==> src/rtl/jtopl_wr_sched_if.sv <==
// Host CPU bus into the OPL write scheduler: port strobes and data in,
// busy / lost-write status back to the host.
interface jtopl_wr_sched_if;
    logic       cs_n;
    logic       wr_n;
    logic       addr;
    logic [7:0] din;
    logic       busy;
    logic       wr_lost;

    modport master (output cs_n, wr_n, addr, din, input  busy, wr_lost);
    modport slave  (input  cs_n, wr_n, addr, din, output busy, wr_lost);
endinterface

==> src/rtl/jtopl_wr_sched.sv <==
// OPL host-write scheduler: decodes CPU register writes and holds each
// slot-register update for a full 18-slot sweep; globals apply at once.
module jtopl_wr_sched #(
    parameter int OPL_TYPE = 1
) (
    input  logic                   clk,
    input  logic                   rst_n,
    input  logic                   cen,
    input  logic                   zero,
    jtopl_wr_sched_if.slave        host,
    output logic                   write,
    output logic [7:0]             dout,
    output logic [1:0]             sel_group,
    output logic [2:0]             sel_sub,
    output logic                   up_mult,
    output logic                   up_ksl_tl,
    output logic                   up_ar_dr,
    output logic                   up_sl_rr,
    output logic                   up_wav,
    output logic                   up_fnumlo,
    output logic                   up_fnumhi,
    output logic                   up_fbcon,
    output logic                   rhy_en,
    output logic [4:0]             rhy_kon,
    output logic                   am_dep,
    output logic                   vib_dep,
    output logic                   wave_mode
);
    localparam bit IS_OPL2 = (OPL_TYPE != 1);

    typedef enum logic [1:0] {S_IDLE, S_ARM, S_SWEEP} state_t;

    state_t     state_q;
    logic       last_q;
    logic [7:0] areg_q;
    logic       write_q;
    logic [7:0] dout_q;
    logic [1:0] grp_q;
    logic [2:0] sub_q;
    logic [7:0] up_q;
    logic       busy_q;
    logic       lost_q;
    logic [7:0] glb_q;
    logic       wave_q;

    logic [7:0] up_d;
    logic [1:0] grp_d;
    logic [2:0] sub_d;
    logic [4:0] op;
    logic [3:0] ch;
    logic       op_ok, ch_ok, is_bd, is_wave, wr_low, acc;

    assign wr_low  = ~host.cs_n & ~host.wr_n;
    assign acc     = wr_low & ~last_q;
    assign op      = areg_q[4:0];
    assign ch      = areg_q[3:0];
    assign op_ok   = (op[4:3] != 2'd3) && (op[2:0] < 3'd6);
    assign ch_ok   = (ch <= 4'd8);
    assign is_bd   = (areg_q == 8'hBD);
    assign is_wave = IS_OPL2 && (areg_q == 8'h01);

    always_comb begin
        up_d  = '0;
        grp_d = op[4:3];
        sub_d = op[2:0];
        case (areg_q[7:5])
            3'd1:    up_d[0] = op_ok;
            3'd2:    up_d[1] = op_ok;
            3'd3:    up_d[2] = op_ok;
            3'd4:    up_d[3] = op_ok;
            3'd7:    up_d[4] = op_ok && IS_OPL2;
            3'd5: begin
                up_d[5] = ~areg_q[4] & ch_ok;
                up_d[6] =  areg_q[4] & ch_ok;
            end
            3'd6:    up_d[7] = ~areg_q[4] & ch_ok;
            default: ;
        endcase
        // Channel regs: ch/3 and ch%3 for ch 0..8; the 3-bit subtract wraps 8-6 correctly.
        if (areg_q[7:5] == 3'd5 || areg_q[7:5] == 3'd6) begin
            if (ch < 4'd3) begin
                grp_d = 2'd0;
                sub_d = ch[2:0];
            end else if (ch < 4'd6) begin
                grp_d = 2'd1;
                sub_d = ch[2:0] - 3'd3;
            end else begin
                grp_d = 2'd2;
                sub_d = ch[2:0] - 3'd6;
            end
        end
    end

    always_ff @(posedge clk or negedge rst_n) begin
        if (!rst_n) begin
            state_q <= S_IDLE;
            last_q  <= 1'b0;
            areg_q  <= '0;
            write_q <= 1'b0;
            dout_q  <= '0;
            grp_q   <= '0;
            sub_q   <= '0;
            up_q    <= '0;
            busy_q  <= 1'b0;
            lost_q  <= 1'b0;
            glb_q   <= '0;
            wave_q  <= 1'b0;
        end else begin
            last_q  <= wr_low;
            write_q <= 1'b0;
            if (acc) begin
                if (!host.addr) begin
                    areg_q <= host.din;
                    lost_q <= 1'b0;
                end else if (is_bd) begin
                    glb_q <= host.din;
                end else if (is_wave) begin
                    wave_q <= host.din[5];
                end else if (state_q != S_IDLE) begin
                    lost_q <= 1'b1;
                end else if (up_d != '0) begin
                    write_q <= 1'b1;
                    dout_q  <= host.din;
                    grp_q   <= grp_d;
                    sub_q   <= sub_d;
                    up_q    <= up_d;
                    busy_q  <= 1'b1;
                    state_q <= S_ARM;
                end
            end
            // A zero event in the acceptance clk sees S_IDLE, so it is never counted.
            if (cen && zero) begin
                case (state_q)
                    S_ARM:   state_q <= S_SWEEP;
                    S_SWEEP: begin
                        state_q <= S_IDLE;
                        up_q    <= '0;
                        busy_q  <= 1'b0;
                    end
                    default: ;
                endcase
            end
        end
    end

    assign host.busy    = busy_q;
    assign host.wr_lost = lost_q;
    assign write        = write_q;
    assign dout         = dout_q;
    assign sel_group    = grp_q;
    assign sel_sub      = sub_q;
    assign up_mult      = up_q[0];
    assign up_ksl_tl    = up_q[1];
    assign up_ar_dr     = up_q[2];
    assign up_sl_rr     = up_q[3];
    assign up_wav       = up_q[4];
    assign up_fnumlo    = up_q[5];
    assign up_fnumhi    = up_q[6];
    assign up_fbcon     = up_q[7];
    assign am_dep       = glb_q[7];
    assign vib_dep      = glb_q[6];
    assign rhy_en       = glb_q[5];
    assign rhy_kon      = glb_q[4:0];
    assign wave_mode    = wave_q;
endmodule

==> src/flat_wrapper.sv <==
// flat-port wrapper written by rule: the top's interface ports become plain ports
module jtopl_wr_sched_flat 
#(
    parameter int OPL_TYPE = 1
)
  (clk, rst_n, cen, zero, write, dout, sel_group, sel_sub, up_mult, up_ksl_tl, up_ar_dr, up_sl_rr, up_wav, up_fnumlo, up_fnumhi, up_fbcon, rhy_en, rhy_kon, am_dep, vib_dep, wave_mode, host_cs_n, host_wr_n, host_addr, host_din, host_busy, host_wr_lost);
  jtopl_wr_sched_if host_i ();
  input  logic clk;
  input  logic rst_n;
  input  logic cen;
  input  logic zero;
  output logic write;
  output logic [7:0] dout;
  output logic [1:0] sel_group;
  output logic [2:0] sel_sub;
  output logic up_mult;
  output logic up_ksl_tl;
  output logic up_ar_dr;
  output logic up_sl_rr;
  output logic up_wav;
  output logic up_fnumlo;
  output logic up_fnumhi;
  output logic up_fbcon;
  output logic rhy_en;
  output logic [4:0] rhy_kon;
  output logic am_dep;
  output logic vib_dep;
  output logic wave_mode;
  input wire logic [$bits(host_i.cs_n)-1:0] host_cs_n;
  input wire logic [$bits(host_i.wr_n)-1:0] host_wr_n;
  input wire logic [$bits(host_i.addr)-1:0] host_addr;
  input wire logic [$bits(host_i.din)-1:0] host_din;
  output wire logic [$bits(host_i.busy)-1:0] host_busy;
  output wire logic [$bits(host_i.wr_lost)-1:0] host_wr_lost;
  assign host_i.cs_n = host_cs_n;
  assign host_i.wr_n = host_wr_n;
  assign host_i.addr = host_addr;
  assign host_i.din = host_din;
  assign host_busy = host_i.busy;
  assign host_wr_lost = host_i.wr_lost;
  jtopl_wr_sched #(.OPL_TYPE(OPL_TYPE)) u_core (.clk(clk), .rst_n(rst_n), .cen(cen), .zero(zero), .host(host_i), .write(write), .dout(dout), .sel_group(sel_group), .sel_sub(sel_sub), .up_mult(up_mult), .up_ksl_tl(up_ksl_tl), .up_ar_dr(up_ar_dr), .up_sl_rr(up_sl_rr), .up_wav(up_wav), .up_fnumlo(up_fnumlo), .up_fnumhi(up_fnumhi), .up_fbcon(up_fbcon), .rhy_en(rhy_en), .rhy_kon(rhy_kon), .am_dep(am_dep), .vib_dep(vib_dep), .wave_mode(wave_mode));
endmodule
==> config.mk <==
export PLATFORM = sky130hd
export DESIGN_NAME = jtopl_wr_sched_flat
export DESIGN_NICKNAME = d
export VERILOG_FILES = /design/src/rtl/jtopl_wr_sched_if.sv /design/src/rtl/jtopl_wr_sched.sv /design/src/flat_wrapper.sv
export SDC_FILE = /design/constraint.sdc
export NUM_CORES = 1
export LEC_CHECK = 0
export ABC_AREA = 1
export BUFFER_PORTS_ARGS = -buffer_cell sky130_fd_sc_hd__buf_2
export CORE_MARGIN = 1
export CORE_UTILIZATION = 32
export DETAILED_ROUTE_END_ITERATION = 8
export PLACE_DENSITY = 0.58
export RECOVER_POWER = 25
export SYNTH_ARGS = -nofsm -noshare
export SYNTH_HDL_FRONTEND = slang
export SYNTH_SLANG_ARGS = --single-unit
==> constraint.sdc <==
create_clock -name clk -period 3.75 [get_ports clk]
set_input_delay 0.375 -clock clk [delete_from_list [all_inputs] [get_ports clk]]
set_output_delay 0.375 -clock clk [all_outputs]
set_load 0.02 [all_outputs]
==> metrics.csv <==
stage;metric;value;unit
status;status;finished, violations left;
status;failing checks;max-capacitance violations, max-slew violations;
timing;Final Max Tran Viols;44;
floorplanning;Die Width;83.0;microns
critical_path;CP required;3.70;ns
synth;syn_nets;261;
timing;final setup skew;0.00681;ns
clock_tree;H-tree depth;2;
grt;busiest grt layer;met2;
grt;Overflow after GRT;0;
timing;Final Hold Vio Count;0;
clock_tree;Clk Latency, worst-skew pair;0.30;ns
pwr;Leakage;1.36;nW
placement;RePlAce Congestion;0.797;
synth;top-area cell type share of the netlist area;51.3;%
synth;Post-synth top cells;nand2_1 (63), dfrtp_1 (43), inv_1 (27);
clock_tree;CTS buffer count;5;
synth;Most used DFF post-synth;dfrtp_1;
drt;DRT Pass-1 Iters;4;
job;MaxCap Viol Count;1;
clock_tree;CTS root buffer;clkbuf_8;
floorplanning;# IOs;48;
drt;via count;1596;
critical_path;R2R Setup Slk;1.85;ns
critical_path;slowest CP cell;clkbuf_1;
synth;synth unique cells;28;
pwr;Pint;937;uW
drt;post-route ant nets;0;
grt;largest net degree at the start of global routing;44;
critical_path;Crit Reg-Reg Endpoint;u_core.sel_sub[2];
clock_tree;CTS Buffer Depth;2;
critical_path;Crit. End Element;async pin;
timing;f_max;488;MHz
clock_tree;CTS sink cnt;43;
clock_tree;CTS resizes;0;
synth;count leader, synth;nand2_1;
floorplanning;Die Ht;83.0;microns
clock_tree;Hold Buf Count CTS;0;
pwr;VDD IR-drop max;0.000286;V
grt;met1 usage;17.3;%
pwr;P_sw;635;uW
grt;first-pass GRT wire length;7.20;mm
pwr;sequential power share;43.3;%
critical_path;Max FO, Critical Path;43;
critical_path;Critical Path Source;rst_n;
synth;Seq cells post-synth;43;
grt;vias in the first global route;1484;
floorplanning;core area;6350;sq um
timing;hold_ws;0.231;ns
timing;Worst Tran Pin Value;2.29;ns
synth;Syn Area/Cell;8.77;sq um
timing;Max-slew headroom;-52.9;%
synth;Mapped Cells;239;
critical_path;Buf/Inv on CP;1;
floorplanning;Initial Util;33.0;%
critical_path;R2R cell count;10;
drt;drt total wl;4.23;mm
synth;Synth area leaders;dfrtp_1 (51%), nand2_1 (11%), o21ai_0 (5.0%), inv_1 (4.8%), ha_1 (4.2%);
critical_path;largest stage delay on the critical path;1.61;ns
drt;WL per Instance;11.6;microns
pwr;switching share of total power;40.4;%
synth;cell taking the most area after synthesis;dfrtp_1;
synth;Synth Cell Area;2100;sq um
timing;fin crit share;54.6;%
clock_tree;Worst-path clk slew;0.09;ns
pwr;Power Density;643;nW/um^2
pwr;part of the power in combinational logic;37.1;%
grt;grt met3 use;3.08;%
pwr;clock share of power;19.5;%
floorplanning;num rows;29;
drt;DRC Markers;0;
synth;yosys warns;0;
grt;GRT Total Usage;13.1;%
placement;dpl hpwl;3.12;mm
final_layout;synthesis-to-layout area growth;16.6;%
critical_path;CP cell instances;clkbuf_1;
final_layout;NumNets Final;308;
timing;setup TNS;0;ns
clock_tree;CTS tree;yes;
floorplanning;die area;6880;sq um
final_layout;layout cells sized above 1;29.3;%
timing;Period minus WS final;2.05;ns
critical_path;Crit Path Class;input pin to async pin;
critical_path;Levels on crit path;1;
synth;number of flops mapped to enable cells by yosys;0;
synth;register area share after synthesis;51.3;%
timing;Setup Viol. Count Final;0;
placement;dpl cells;356;
placement;Buffers on Ports;46;
clock_tree;post-CTS setup buffers;0;
grt;GRT met2 Usage;21.0;%
critical_path;CP arrival;2.00;ns
timing;RSZ-0062 raised after global routing;no;
grt;initial antenna violation count;0;
critical_path;critical path startpoint category;input pin;
final_layout;ant diodes;0;
drt;Vias/cell;4.38;
final_layout;fin cells;364;
min_path;Hold/Removal Path Class;input pin to register;
drt;initial drt markers;79;
critical_path;Setup crit end;u_core.up_q[1];
synth;ys async rst share;100;%
critical_path;Worst R2R Start;u_core.areg_q[1];
critical_path;cell family with most CP delay;buffers and inverters;
## layout make-up
class,count,area [sq um]
fillers,679,3900
flip-flops and latches,43,1080
well taps,77,96.3
clock buffers,5,68.8
inverters,32,123
repair buffers,46,229
clock inverters,3,23.8
multi-input cells,158,830
## flip-flops by register name, indices dropped and copies added (netlist names)
| name | cells |
|---|---|
| u_core.areg_q | 8 |
| u_core.dout | 8 |
| u_core.glb_q | 8 |
| u_core.up_q | 8 |
| u_core.sel_sub | 3 |
| u_core.sel_group | 2 |
| u_core.state_q | 2 |
| u_core.host.busy | 1 |
| u_core.host.wr_lost | 1 |
| u_core.last_q | 1 |
| u_core.write | 1 |
## layer usage
metal | wire length, microns | vias up
li1 | - | 840
met1 | 2030 | 727
met2 | 2000 | 23
met3 | 139 | 6
met4 | 64 | 0
met5 | 0 | -
## stage by stage
step	utilization (%)	cell area, sq um	setup slack (ns)	power [mW]
global placement	37.1	2360	1.83	1.28
finish	38.5	2450	1.70	1.57
global route	38.5	2450	1.12	1.69
floorplan	-	2100	2.28	1.10
CTS	38.6	2450	1.81	1.60
detailed placement	37.1	2360	1.83	1.28
## power by group through the flow
stage | logic [mW] | registers [mW] | clock network [mW]
6_report | 0.584 | 0.681 | 0.307
3_5_place_dp | 0.593 | 0.692 | 0
2_1_floorplan | 0.279 | 0.819 | 0
5_1_grt | 0.651 | 0.704 | 0.337
3_3_place_gp | 0.585 | 0.693 | 0
4_1_cts | 0.594 | 0.684 | 0.320
## logic make-up after synthesis
logic type,Yosys count,synth area share (%)
AOI/OAI and AO/OA,37,10.7
buffers and inverters,38,9.01
DFF,43,51.3
and+or+nand+nor,112,24.2
xor gates and xnor gates,1,0.418
adders and majority gates,7,4.18
other,1,0.179
## cell usage in the layout (no fill, tap or decap), drive strengths merged
cell,Yosys,layout
inv,32,33
a21oi,6,6
o21ai,30,30
nand3b,2,2
dfrtp,43,43
nand3,10,10
nor3,3,3
a21boi,1,1
nand2,72,72
ha,7,7
buf,6,45
xor2,1,1
nor2,23,23
or2,1,1
clkinvlp,0,2
nor3b,1,1
conb,1,1
clkbuf,0,6
## worst min-delay path by stage
| stage | from | to | slack, ns | depth (start not counted) |
|---|---|---|---|---|
| 2_1_floorplan | rst_n | u_core.areg_q[0] | 0.08 | 0 |
| 3_3_place_gp | u_core.sel_group[0] | u_core.sel_group[0] | 0.46 | 2 |
| 3_5_place_dp | u_core.sel_sub[1] | u_core.sel_sub[1] | 0.46 | 2 |
| 4_1_cts | host_cs_n | u_core.last_q | 0.22 | 2 |
| 5_1_grt | host_cs_n | u_core.last_q | 0.24 | 2 |
| 6_report | host_cs_n | u_core.last_q | 0.23 | 2 |
Power figures use the tool's default switching activity.
